===== src/rtl/change_dispense_if.sv =====
// change_dispense_if: vend-FSM/hopper handshake bundle for the change dispenser
// master: vending FSM and hoppers (drive start/paid/price/refill/hop_ack)
// slave: change_dispense_ctrl (drives hop_fire, status and inventory flags)
interface change_dispense_if;
  logic       start;
  logic [7:0] paid;
  logic [7:0] price;
  logic       refill;
  logic [2:0] hop_ack;
  logic [2:0] hop_fire;
  logic       busy;
  logic       done;
  logic       fault;
  logic [1:0] err_code;
  logic [7:0] change_due;
  logic [2:0] inv_empty;
  modport master (
    output start, paid, price, refill, hop_ack,
    input  hop_fire, busy, done, fault, err_code, change_due, inv_empty
  );
  modport slave (
    input  start, paid, price, refill, hop_ack,
    output hop_fire, busy, done, fault, err_code, change_due, inv_empty
  );
endinterface


===== src/rtl/change_dispense_ctrl.sv =====
// change_dispense_ctrl: greedy $10/$5/$1 change dispensing over fire/ack hoppers
// Ports: clk; reset (async, active-low); bus (change_dispense_if.slave) carrying
//   start/paid/price/refill/hop_ack in and hop_fire/busy/done/fault/err_code/
//   change_due/inv_empty out. Hopper bit order is [2]=$10 [1]=$5 [0]=$1.
module change_dispense_ctrl #(
  parameter int PULSE_CYCLES = 4,
  parameter int ACK_TIMEOUT  = 255,
  parameter int INV_INIT     = 20
) (
  input logic clk,
  input logic reset,
  change_dispense_if.slave bus
);
  localparam int PW = $clog2(PULSE_CYCLES + 1);
  localparam int TW = $clog2(ACK_TIMEOUT + 1);
  typedef enum logic [2:0] {IDLE, CALC, SELECT, FIRE, WAIT_ACK, DONE, FAULT} state_t;
  state_t        state;
  logic [7:0]    paid_q, price_q;
  logic [7:0]    inv [3];
  logic [1:0]    sel, pick;
  logic [PW-1:0] pcnt;
  logic [TW-1:0] tcnt;
  logic [7:0]    coin;
  logic          c10, c5, c1, ack, tmo;
  // change_due is nonzero whenever a pick is used, so $1 only needs stock
  assign c10  = bus.change_due >= 8'd10 && inv[2] != 8'd0;
  assign c5   = bus.change_due >= 8'd5 && inv[1] != 8'd0;
  assign c1   = inv[0] != 8'd0;
  assign pick = c10 ? 2'd2 : c5 ? 2'd1 : 2'd0;
  assign coin = sel == 2'd2 ? 8'd10 : sel == 2'd1 ? 8'd5 : 8'd1;
  assign ack  = bus.hop_ack[sel];
  // counter is 0 in the first FIRE cycle, so fault lands ACK_TIMEOUT cycles later
  assign tmo  = tcnt == TW'(ACK_TIMEOUT - 1);
  assign bus.inv_empty = {inv[2] == 8'd0, inv[1] == 8'd0, inv[0] == 8'd0};
  always_ff @(posedge clk or negedge reset) begin
    if (!reset) begin
      state          <= IDLE;
      bus.hop_fire   <= 3'b000;
      bus.busy       <= 1'b0;
      bus.done       <= 1'b0;
      bus.fault      <= 1'b0;
      bus.err_code   <= 2'b00;
      bus.change_due <= 8'd0;
      paid_q         <= 8'd0;
      price_q        <= 8'd0;
      sel            <= 2'd0;
      pcnt           <= '0;
      tcnt           <= '0;
      for (int i = 0; i < 3; i++) inv[i] <= 8'(INV_INIT);
    end else begin
      bus.done  <= 1'b0;
      bus.fault <= 1'b0;
      case (state)
        IDLE: begin
          if (bus.refill) for (int i = 0; i < 3; i++) inv[i] <= 8'(INV_INIT);
          if (bus.start) begin
            paid_q       <= bus.paid;
            price_q      <= bus.price;
            bus.err_code <= 2'b00;
            bus.busy     <= 1'b1;
            state        <= CALC;
          end
        end
        CALC: begin
          if (paid_q < price_q) begin
            bus.err_code <= 2'b01;
            bus.fault    <= 1'b1;
            state        <= FAULT;
          end else begin
            bus.change_due <= paid_q - price_q;
            state          <= SELECT;
          end
        end
        SELECT: begin
          if (bus.change_due == 8'd0) begin
            bus.done <= 1'b1;
            state    <= DONE;
          end else if (c10 || c5 || c1) begin
            sel          <= pick;
            bus.hop_fire <= 3'b001 << pick;
            pcnt         <= '0;
            tcnt         <= '0;
            state        <= FIRE;
          end else begin
            bus.err_code <= 2'b10;
            bus.fault    <= 1'b1;
            state        <= FAULT;
          end
        end
        FIRE, WAIT_ACK: begin
          // an ack during the pulse is taken at once and cuts the pulse short
          if (ack) begin
            bus.change_due <= bus.change_due - coin;
            inv[sel]       <= inv[sel] - 8'd1;
            bus.hop_fire   <= 3'b000;
            state          <= SELECT;
          end else if (tmo) begin
            bus.err_code <= 2'b11;
            bus.fault    <= 1'b1;
            bus.hop_fire <= 3'b000;
            state        <= FAULT;
          end else begin
            tcnt <= tcnt + TW'(1);
            if (state == FIRE) begin
              pcnt <= pcnt + PW'(1);
              if (pcnt == PW'(PULSE_CYCLES - 1)) begin
                bus.hop_fire <= 3'b000;
                state        <= WAIT_ACK;
              end
            end
          end
        end
        default: begin
          bus.busy <= 1'b0;
          state    <= IDLE;
        end
      endcase
    end
  end
endmodule


===== src/flat_wrapper.sv =====
// flat-port wrapper written by rule: the top's interface ports become plain ports
module change_dispense_ctrl_flat 
#(
  parameter int PULSE_CYCLES = 4,
  parameter int ACK_TIMEOUT  = 255,
  parameter int INV_INIT     = 20
)
  (clk, reset, bus_start, bus_paid, bus_price, bus_refill, bus_hop_ack, bus_hop_fire, bus_busy, bus_done, bus_fault, bus_err_code, bus_change_due, bus_inv_empty);
  change_dispense_if bus_i ();
  input logic clk;
  input logic reset;
  input wire logic [$bits(bus_i.start)-1:0] bus_start;
  input wire logic [$bits(bus_i.paid)-1:0] bus_paid;
  input wire logic [$bits(bus_i.price)-1:0] bus_price;
  input wire logic [$bits(bus_i.refill)-1:0] bus_refill;
  input wire logic [$bits(bus_i.hop_ack)-1:0] bus_hop_ack;
  output wire logic [$bits(bus_i.hop_fire)-1:0] bus_hop_fire;
  output wire logic [$bits(bus_i.busy)-1:0] bus_busy;
  output wire logic [$bits(bus_i.done)-1:0] bus_done;
  output wire logic [$bits(bus_i.fault)-1:0] bus_fault;
  output wire logic [$bits(bus_i.err_code)-1:0] bus_err_code;
  output wire logic [$bits(bus_i.change_due)-1:0] bus_change_due;
  output wire logic [$bits(bus_i.inv_empty)-1:0] bus_inv_empty;
  assign bus_i.start = bus_start;
  assign bus_i.paid = bus_paid;
  assign bus_i.price = bus_price;
  assign bus_i.refill = bus_refill;
  assign bus_i.hop_ack = bus_hop_ack;
  assign bus_hop_fire = bus_i.hop_fire;
  assign bus_busy = bus_i.busy;
  assign bus_done = bus_i.done;
  assign bus_fault = bus_i.fault;
  assign bus_err_code = bus_i.err_code;
  assign bus_change_due = bus_i.change_due;
  assign bus_inv_empty = bus_i.inv_empty;
  change_dispense_ctrl #(.PULSE_CYCLES(PULSE_CYCLES), .ACK_TIMEOUT(ACK_TIMEOUT), .INV_INIT(INV_INIT)) u_core (.clk(clk), .reset(reset), .bus(bus_i));
endmodule

===== config.mk =====
export PLATFORM = sky130hd
export DESIGN_NAME = change_dispense_ctrl_flat
export DESIGN_NICKNAME = d
export VERILOG_FILES = /design/src/rtl/change_dispense_if.sv /design/src/rtl/change_dispense_ctrl.sv /design/src/flat_wrapper.sv
export SDC_FILE = /design/constraint.sdc
export NUM_CORES = 1
export LEC_CHECK = 0
export CAP_MARGIN = 0
export CORE_ASPECT_RATIO = 1.25
export CORE_MARGIN = 3
export CORE_UTILIZATION = 30
export DETAILED_ROUTE_END_ITERATION = 7
export SYNTH_ARGS = -nofsm -noshare
export SYNTH_HDL_FRONTEND = slang
export SYNTH_SLANG_ARGS = --single-unit
export TNS_END_PERCENT = 30

===== constraint.sdc =====
create_clock -name clk -period 6.6 [get_ports clk]
set_clock_uncertainty 0.05 [all_clocks]
set_input_delay 1.32 -clock clk [delete_from_list [all_inputs] [get_ports clk]]
set_output_delay 1.32 -clock clk [all_outputs]
set_load 0.1 [all_outputs]

## After elaboration in Yosys (flattened, before gate mapping)

Cells that the tools add are included.

| word-level totals | value |
|---|---|
| register bits after elaboration | 72 |
| bits in writable memories | 0 |
| bits in read-only memories | 0 |
| bits in latches | 0 |
| memories | 0 |
| input bits | 23 |

| operators by class | value |
|---|---|
| order comparisons | 6 |
| $add $sub $neg | 5 |
| eq/ne operators | 22 |
| multiply operators | 0 |
| reductions and logical operators | 29 |
| mux-type cells | 62 |
| divide/modulo/power cells | 0 |
| shift-type cells | 1 |
| bitwise logic cells | 3 |

Operators with widths:

| kind | count |
|---|---|
| two-way mux 8 bit | 10 |
| two-way mux 3 bit | 20 |
| two-way mux 24 bit | 2 |
| case mux 24 bit (2 select lines) | 1 |
| zero test 8 bit | 4 |
| case mux 8 bit (2 select lines) | 2 |
| bitwise mux 24 bit | 1 |
| nonzero test 8 bit | 3 |
| binary-select mux 8 bit (select 2 bit) | 1 |
| demux 8 bit (select 2 bit) | 1 |
| subtractor 8 bit | 2 |
| two-way mux 2 bit | 7 |
| != test 2 bit, second input constant | 7 |
| case mux 3 bit (2 select lines) | 2 |
| case mux 3 bit (4 select lines) | 1 |
| AND reduction 3 bit | 4 |
| two-way mux 1 bit | 10 |
| != test 2 x 1 -> 1 bit, second input constant | 5 |
| AND reduction 5 bit | 2 |
| equality test 3 x 2 -> 1 bit, second input constant | 3 |
| adder 8 x 1 -> 8 bit, second input constant | 1 |
| equality test 8 bit, second input constant | 1 |
| greater-or-equal comparator 8 x 3 -> 1 bit, second input constant | 1 |
| greater-or-equal comparator 8 x 4 -> 1 bit, second input constant | 1 |
| 28 further kinds | 36 |

## Longest topological paths before layout

| logic depth | value |
|---|---|
| depth in word-level cells | 8 |
| gate-level depth with buffers | 10 |

## Least setup slack after synthesis

Ideal clock, no wire load.

| timing | value |
|---|---|
| path kind | reg-to-output |
| start point | register u_core.inv[5] (netlist name) |
| end point | output bus_inv_empty[2] |
| buffers on the path | 0 |
| setup slack | 2.994 ns |
| data arrival time | 2.236 ns |
| data required time | 5.230 ns |
| stages on the path, launching flop included | 3 |
| cell sequence | dfrtp_1 > or4_4 > nor2_1 |

| on the way | value |
|---|---|
| word-level cells in the longest chain between the ends | 1 |

Ends and longest elaborated chain:

| item | line | text |
|---|---|---|
| from (decl) | change_dispense_ctrl.sv:19 | `logic [7:0] inv [3];` |
| from (signal, indexed assignment) | change_dispense_ctrl.sv:94 | `inv[sel] <= inv[sel] - 8'd1;` |
| zero test 8 bit | change_dispense_ctrl.sv:34 | `assign bus.inv_empty = {inv[2] == 8'd0, inv[1] == 8'd0, inv[0] == 8'd0};` |
| to (decl) | flat_wrapper.sv:23 | `output wire logic [$bits(bus_i.inv_empty)-1:0] bus_inv_empty;` |

No other way between the ends.

## Worst setup path in the final report

| timing | value |
|---|---|
| start point | register u_core.inv[13] (netlist name) |
| end point | output bus_inv_empty[1] |

Same word-level chain as after synthesis.

==> impl_metrics.prom <==
# TYPE chip_impl_metric gauge
chip_impl_metric{name="antenna_found_initial",unit=""} 0
chip_impl_info{name="unrepaired_setup_endpoints_after_global_routing",value="false"} 1
chip_impl_metric{name="synth.yosys.warnings",unit=""} 0
chip_impl_metric{name="grt_max_degree",unit=""} 73
chip_impl_metric{name="max_slew.worst_pin.slew",unit="ns"} 1.01
chip_impl_metric{name="groute.layer.met2.usage",unit="%"} 22.5
chip_impl_info{name="critical_path.startpoint_type",value="flop"} 1
chip_impl_info{name="critPathSlowestCell",value="sky130_fd_sc_hd__clkdlybuf4s50_1"} 1
chip_impl_metric{name="switching_share",unit="%"} 48.1
chip_impl_metric{name="postRouteWirelength",unit="um"} 11000
chip_impl_metric{name="syn-num-nets",unit=""} 518
chip_impl_metric{name="drv_slew",unit=""} 0
chip_impl_metric{name="post_synthesis_cells",unit=""} 476
chip_impl_metric{name="hold-path-cell-count",unit=""} 1
chip_impl_info{name="endpoint_kind",value="output port"} 1
chip_impl_metric{name="cts-buffers-inserted",unit=""} 9
chip_impl_metric{name="vias_per_cell",unit=""} 5.33
chip_impl_info{name="critical_path.cell_chain",value="or4_1 > nor2_2 > clkdlybuf4s50_1"} 1
chip_impl_metric{name="worst-path-buf-inv",unit=""} 1
chip_impl_metric{name="ff2ff_path_depth",unit=""} 9
chip_impl_metric{name="cts_hold_buffers",unit=""} 0
chip_impl_metric{name="cts.sinks",unit=""} 72
chip_impl_metric{name="number_of_global_route_vias_before_repair",unit=""} 3689
chip_impl_metric{name="grt.overflow.total",unit=""} 0
chip_impl_metric{name="synth.mux.area_fraction",unit="%"} 5.32
chip_impl_info{name="setup.worst_path.class",value="flop to output port"} 1
chip_impl_info{name="worst_hold_launch",value="u_core.bus.err_code[0]"} 1
chip_impl_metric{name="clockBufferDepth",unit=""} 2
chip_impl_metric{name="layout_worst_path_cycle_share",unit="%"} 63.0
chip_impl_metric{name="routedWlPerCell",unit="um"} 15.9
chip_impl_metric{name="synth-compound-area-share",unit="%"} 20.1
chip_impl_metric{name="syn-cell-area",unit="um^2"} 4370
chip_impl_metric{name="layout-drive-gt1-share",unit="%"} 11.0
chip_impl_metric{name="cts_max_level",unit=""} 3
chip_impl_metric{name="initial_utilization",unit="%"} 31.1
chip_impl_metric{name="drt-pass1-iter-count",unit=""} 5
chip_impl_metric{name="async_reset_ff_share",unit="%"} 100
chip_impl_metric{name="design.die.area",unit="um^2"} 16100
chip_impl_info{name="synth_top_family_by_area",value="simple AND/OR/NAND/NOR gates"} 1
chip_impl_metric{name="finish.utilization",unit="%"} 37.4
chip_impl_metric{name="synth_xor_xnor_area_share",unit="%"} 2.40
chip_impl_metric{name="synth_enable_flop_cells",unit=""} 0
chip_impl_metric{name="crit_path_max_cell_delay",unit="ns"} 1.19
chip_impl_metric{name="cts_setup_buffers",unit=""} 0
chip_impl_metric{name="power_density",unit="nW/um^2"} 571
chip_impl_metric{name="cell_internal_pwr",unit="W"} 0.00156
chip_impl_metric{name="achievable-frequency",unit="GHz"} 0.241
chip_impl_info{name="crit-reg2reg-launch",value="u_core.sel[0]"} 1
chip_impl_metric{name="pwr-share-seq",unit="%"} 25.8
chip_impl_metric{name="routed-via-count",unit=""} 3702
chip_impl_metric{name="fp-row-count",unit=""} 48
chip_impl_metric{name="synth_cell_type_count",unit=""} 74
chip_impl_metric{name="seq_area_frac_synth",unit="%"} 41.4
chip_impl_metric{name="gpl.final_weighted_congestion",unit=""} 0.933
chip_impl_metric{name="share_comb_of_total_power",unit="%"} 57.1
chip_impl_metric{name="grt_first_pass_wirelength",unit="um"} 18300
chip_impl_info{name="worstReg2RegEnd",value="u_core.bus.change_due[7]"} 1
chip_impl_metric{name="yosys.area_share.simple",unit="%"} 21.1
chip_impl_metric{name="synth_fa_ha_area_share",unit="%"} 5.78
chip_impl_metric{name="area_delta_synth_final",unit="%"} 20.1
chip_impl_info{name="root_buffer",value="sky130_fd_sc_hd__clkbuf_16"} 1
chip_impl_metric{name="design.portCount",unit=""} 42
chip_impl_info{name="synth_flop_cell",value="sky130_fd_sc_hd__dfrtp_1"} 1
chip_impl_info{name="min_path_type",value="flop to flop"} 1
chip_impl_metric{name="post_route_minimum_period",unit="ns"} 4.16
chip_impl_metric{name="clock_share_of_power",unit="%"} 17.1
chip_impl_metric{name="final_hold_violations",unit=""} 0
chip_impl_metric{name="antenna_violating_nets_post_route",unit=""} 0
chip_impl_metric{name="fp.dieH",unit="um"} 141
chip_impl_info{name="critical-path-top-delay-family",value="buffers and inverters"} 1
chip_impl_metric{name="number_of_violations_reported_at_the_end_of_detailed_routing_iteration_0",unit=""} 245
chip_impl_metric{name="p_sw",unit="W"} 0.00144
chip_impl_info{name="run_status",value="complete, no violations"} 1
chip_impl_info{name="leading_cell_type_in_the_layout_fill_and_taps_excluded",value="sky130_fd_sc_hd__dfrtp_1"} 1
chip_impl_metric{name="worst-r2r-setup-slack",unit="ns"} 3.42
chip_impl_metric{name="vdd_drop_max",unit="uV"} 377
chip_impl_metric{name="timing.max_slew.rel_slack",unit="%"} 32.3
chip_impl_metric{name="syn-mean-instance-area",unit="um^2"} 9.19
chip_impl_metric{name="gr-usage-met1",unit="%"} 18.8
chip_impl_metric{name="max-cap-violations",unit=""} 0
chip_impl_metric{name="global_route.usage.met3",unit="%"} 3.05
chip_impl_info{name="most_frequent_cells_in_the_layout",value="sky130_fd_sc_hd__dfrtp_1 (66), sky130_fd_sc_hd__nand2_1 (51), sky130_fd_sc_hd__nor2_1 (41), sky130_fd_sc_hd__o21ai_0 (41), sky130_fd_sc_hd__clkdlybuf4s50_1 (40)"} 1
chip_impl_metric{name="report.final.setup_viol",unit=""} 0
chip_impl_metric{name="die_width",unit="um"} 114
chip_impl_metric{name="diodes",unit=""} 0
chip_impl_metric{name="p_leak",unit="nW"} 2.22
chip_impl_metric{name="nets",unit=""} 556
chip_impl_info{name="hold_end",value="u_core.bus.err_code[0]"} 1
chip_impl_metric{name="worst_ep_arrival_time",unit="ns"} 2.79
chip_impl_metric{name="dp_hpwl",unit="um"} 8150
chip_impl_metric{name="core-area",unit="um^2"} 14100
chip_impl_metric{name="cts.reportedPaths.clkPinSlew",unit="ns"} 0.06
chip_impl_metric{name="count_of_state_elements_after_synthesis",unit=""} 72
chip_impl_metric{name="worst_ep_required_time",unit="ns"} 5.23
chip_impl_metric{name="io_buffers",unit=""} 41
chip_impl_metric{name="global_router_s_overall_resource_usage",unit="%"} 14.4
chip_impl_info{name="busiest_layer",value="met2"} 1
chip_impl_metric{name="cp_max_fo",unit=""} 4
chip_impl_metric{name="cts_repair_resize_count",unit=""} 0
chip_impl_metric{name="totalNegativeSetupSlack",unit="ns"} 0
chip_impl_metric{name="post_route_drc",unit=""} 0
chip_impl_metric{name="clock_latency",unit="ns"} 0.34
chip_impl_info{name="cts_tree",value="built"} 1
-- worst max-delay path by stage --
stage | startpoint | end | depth (start not counted)
after floorplan | u_core.inv[5] | bus_inv_empty[2] | 2
after global placement | u_core.inv[13] | bus_inv_empty[1] | 3
after detailed placement | u_core.inv[13] | bus_inv_empty[1] | 3
after CTS | u_core.inv[13] | bus_inv_empty[1] | 3
after global routing | u_core.inv[13] | bus_inv_empty[1] | 3
final | u_core.inv[13] | bus_inv_empty[1] | 3
-- metal layers --
metal / part of all wire [%] / up-vias / wire, um
li1: - / 1801 / -
met1: 45 / 1779 / 4950
met2: 46 / 108 / 5110
met3: 6.4 / 14 / 701
met4: 2.2 / 0 / 240
met5: 0 / - / 0
-- state kept, by name (all words and copies together), names as in the netlist --
register	flops
u_core.inv	24
u_core.bus.change_due	8
u_core.paid_q	8
u_core.price_q	8
u_core.tcnt	8
u_core.bus.hop_fire	3
u_core.pcnt	3
u_core.state	3
u_core.bus.err_code	2
u_core.sel	2
u_core.bus.busy	1
u_core.bus.done	1
u_core.bus.fault	1
-- stage by stage --
step	instance area (um^2)	setup slack, ns	total power, W	hold slack, ns	instances
after detailed placement	4930	2.81	0.00249	0.429	678
after global placement	4930	2.82	0.00245	0.419	678
after global routing	5250	2.38	0.00324	0.458	694
after floorplan	4370	2.99	0.00208	0.406	476
final	5250	2.44	0.00300	0.434	694
after CTS	5250	2.43	0.00302	0.443	694
-- logic make-up (layout without fill, tap and decap cells) --
| family | after synthesis | in the layout |
|---|---|---|
| XOR/XNOR | 12 | 12 |
| multiplexers | 22 | 22 |
| AO/OA/AOI/OAI | 134 | 134 |
| AND/OR/NAND/NOR | 177 | 177 |
| adder cells (fa/ha/maj) | 19 | 19 |
| flip-flops | 72 | 72 |
| buffers and inverters | 40 | 83 |
-- area by class of cell --
| class | count | area [um^2] |
|---|---|---|
| multi-input combinational | 364 | 2390 |
| timing repair buffer | 44 | 428 |
| clock inverter | 2 | 35.0 |
| clock buffer | 14 | 284 |
| fill | 1424 | 8800 |
| tap | 175 | 219 |
| sequential | 72 | 1810 |
| inverter | 23 | 86.3 |
-- cell usage after synthesis (4+ instances only) --
library cell | n | area [um^2]
sky130_fd_sc_hd__dfrtp_1 | 66 | 1650
sky130_fd_sc_hd__nand2_1 | 51 | 191
sky130_fd_sc_hd__nor2_1 | 41 | 154
sky130_fd_sc_hd__o21ai_0 | 41 | 205
sky130_fd_sc_hd__a21oi_1 | 27 | 135
sky130_fd_sc_hd__inv_1 | 23 | 86.3
sky130_fd_sc_hd__ha_1 | 17 | 213
sky130_fd_sc_hd__a31oi_1 | 13 | 81.3
sky130_fd_sc_hd__mux2i_1 | 12 | 120
sky130_fd_sc_hd__nand3_1 | 12 | 60.1
sky130_fd_sc_hd__mux2_2 | 10 | 113
sky130_fd_sc_hd__nor3_1 | 10 | 50.1
sky130_fd_sc_hd__clkbuf_1 | 9 | 33.8
sky130_fd_sc_hd__nand2b_1 | 9 | 56.3
sky130_fd_sc_hd__xnor2_1 | 8 | 70.1
sky130_fd_sc_hd__or3_1 | 7 | 43.8
sky130_fd_sc_hd__dfstp_2 | 6 | 158
sky130_fd_sc_hd__o2bb2ai_1 | 6 | 52.6
sky130_fd_sc_hd__or4_1 | 6 | 45.0
sky130_fd_sc_hd__a21o_1 | 5 | 37.5
sky130_fd_sc_hd__buf_2 | 5 | 25.0
sky130_fd_sc_hd__nor2b_1 | 5 | 31.3
sky130_fd_sc_hd__nor4_1 | 5 | 31.3
sky130_fd_sc_hd__o22ai_1 | 5 | 31.3
sky130_fd_sc_hd__o211ai_1 | 4 | 30.0
sky130_fd_sc_hd__o21a_1 | 4 | 30.0
sky130_fd_sc_hd__or2_2 | 4 | 25.0
sky130_fd_sc_hd__xor2_1 | 4 | 35.0
-- power by group through the flow --
stage	combinational (W)	sequential, W	clock, W
after global placement	0.00168	0.000773	0
after global routing	0.00189	0.000800	0.000545
after detailed placement	0.00171	0.000778	0
after CTS	0.00172	0.000773	0.000527
final	0.00171	0.000774	0.000513
after floorplan	0.00109	0.000994	0
(Power assumes the default switching activity.)
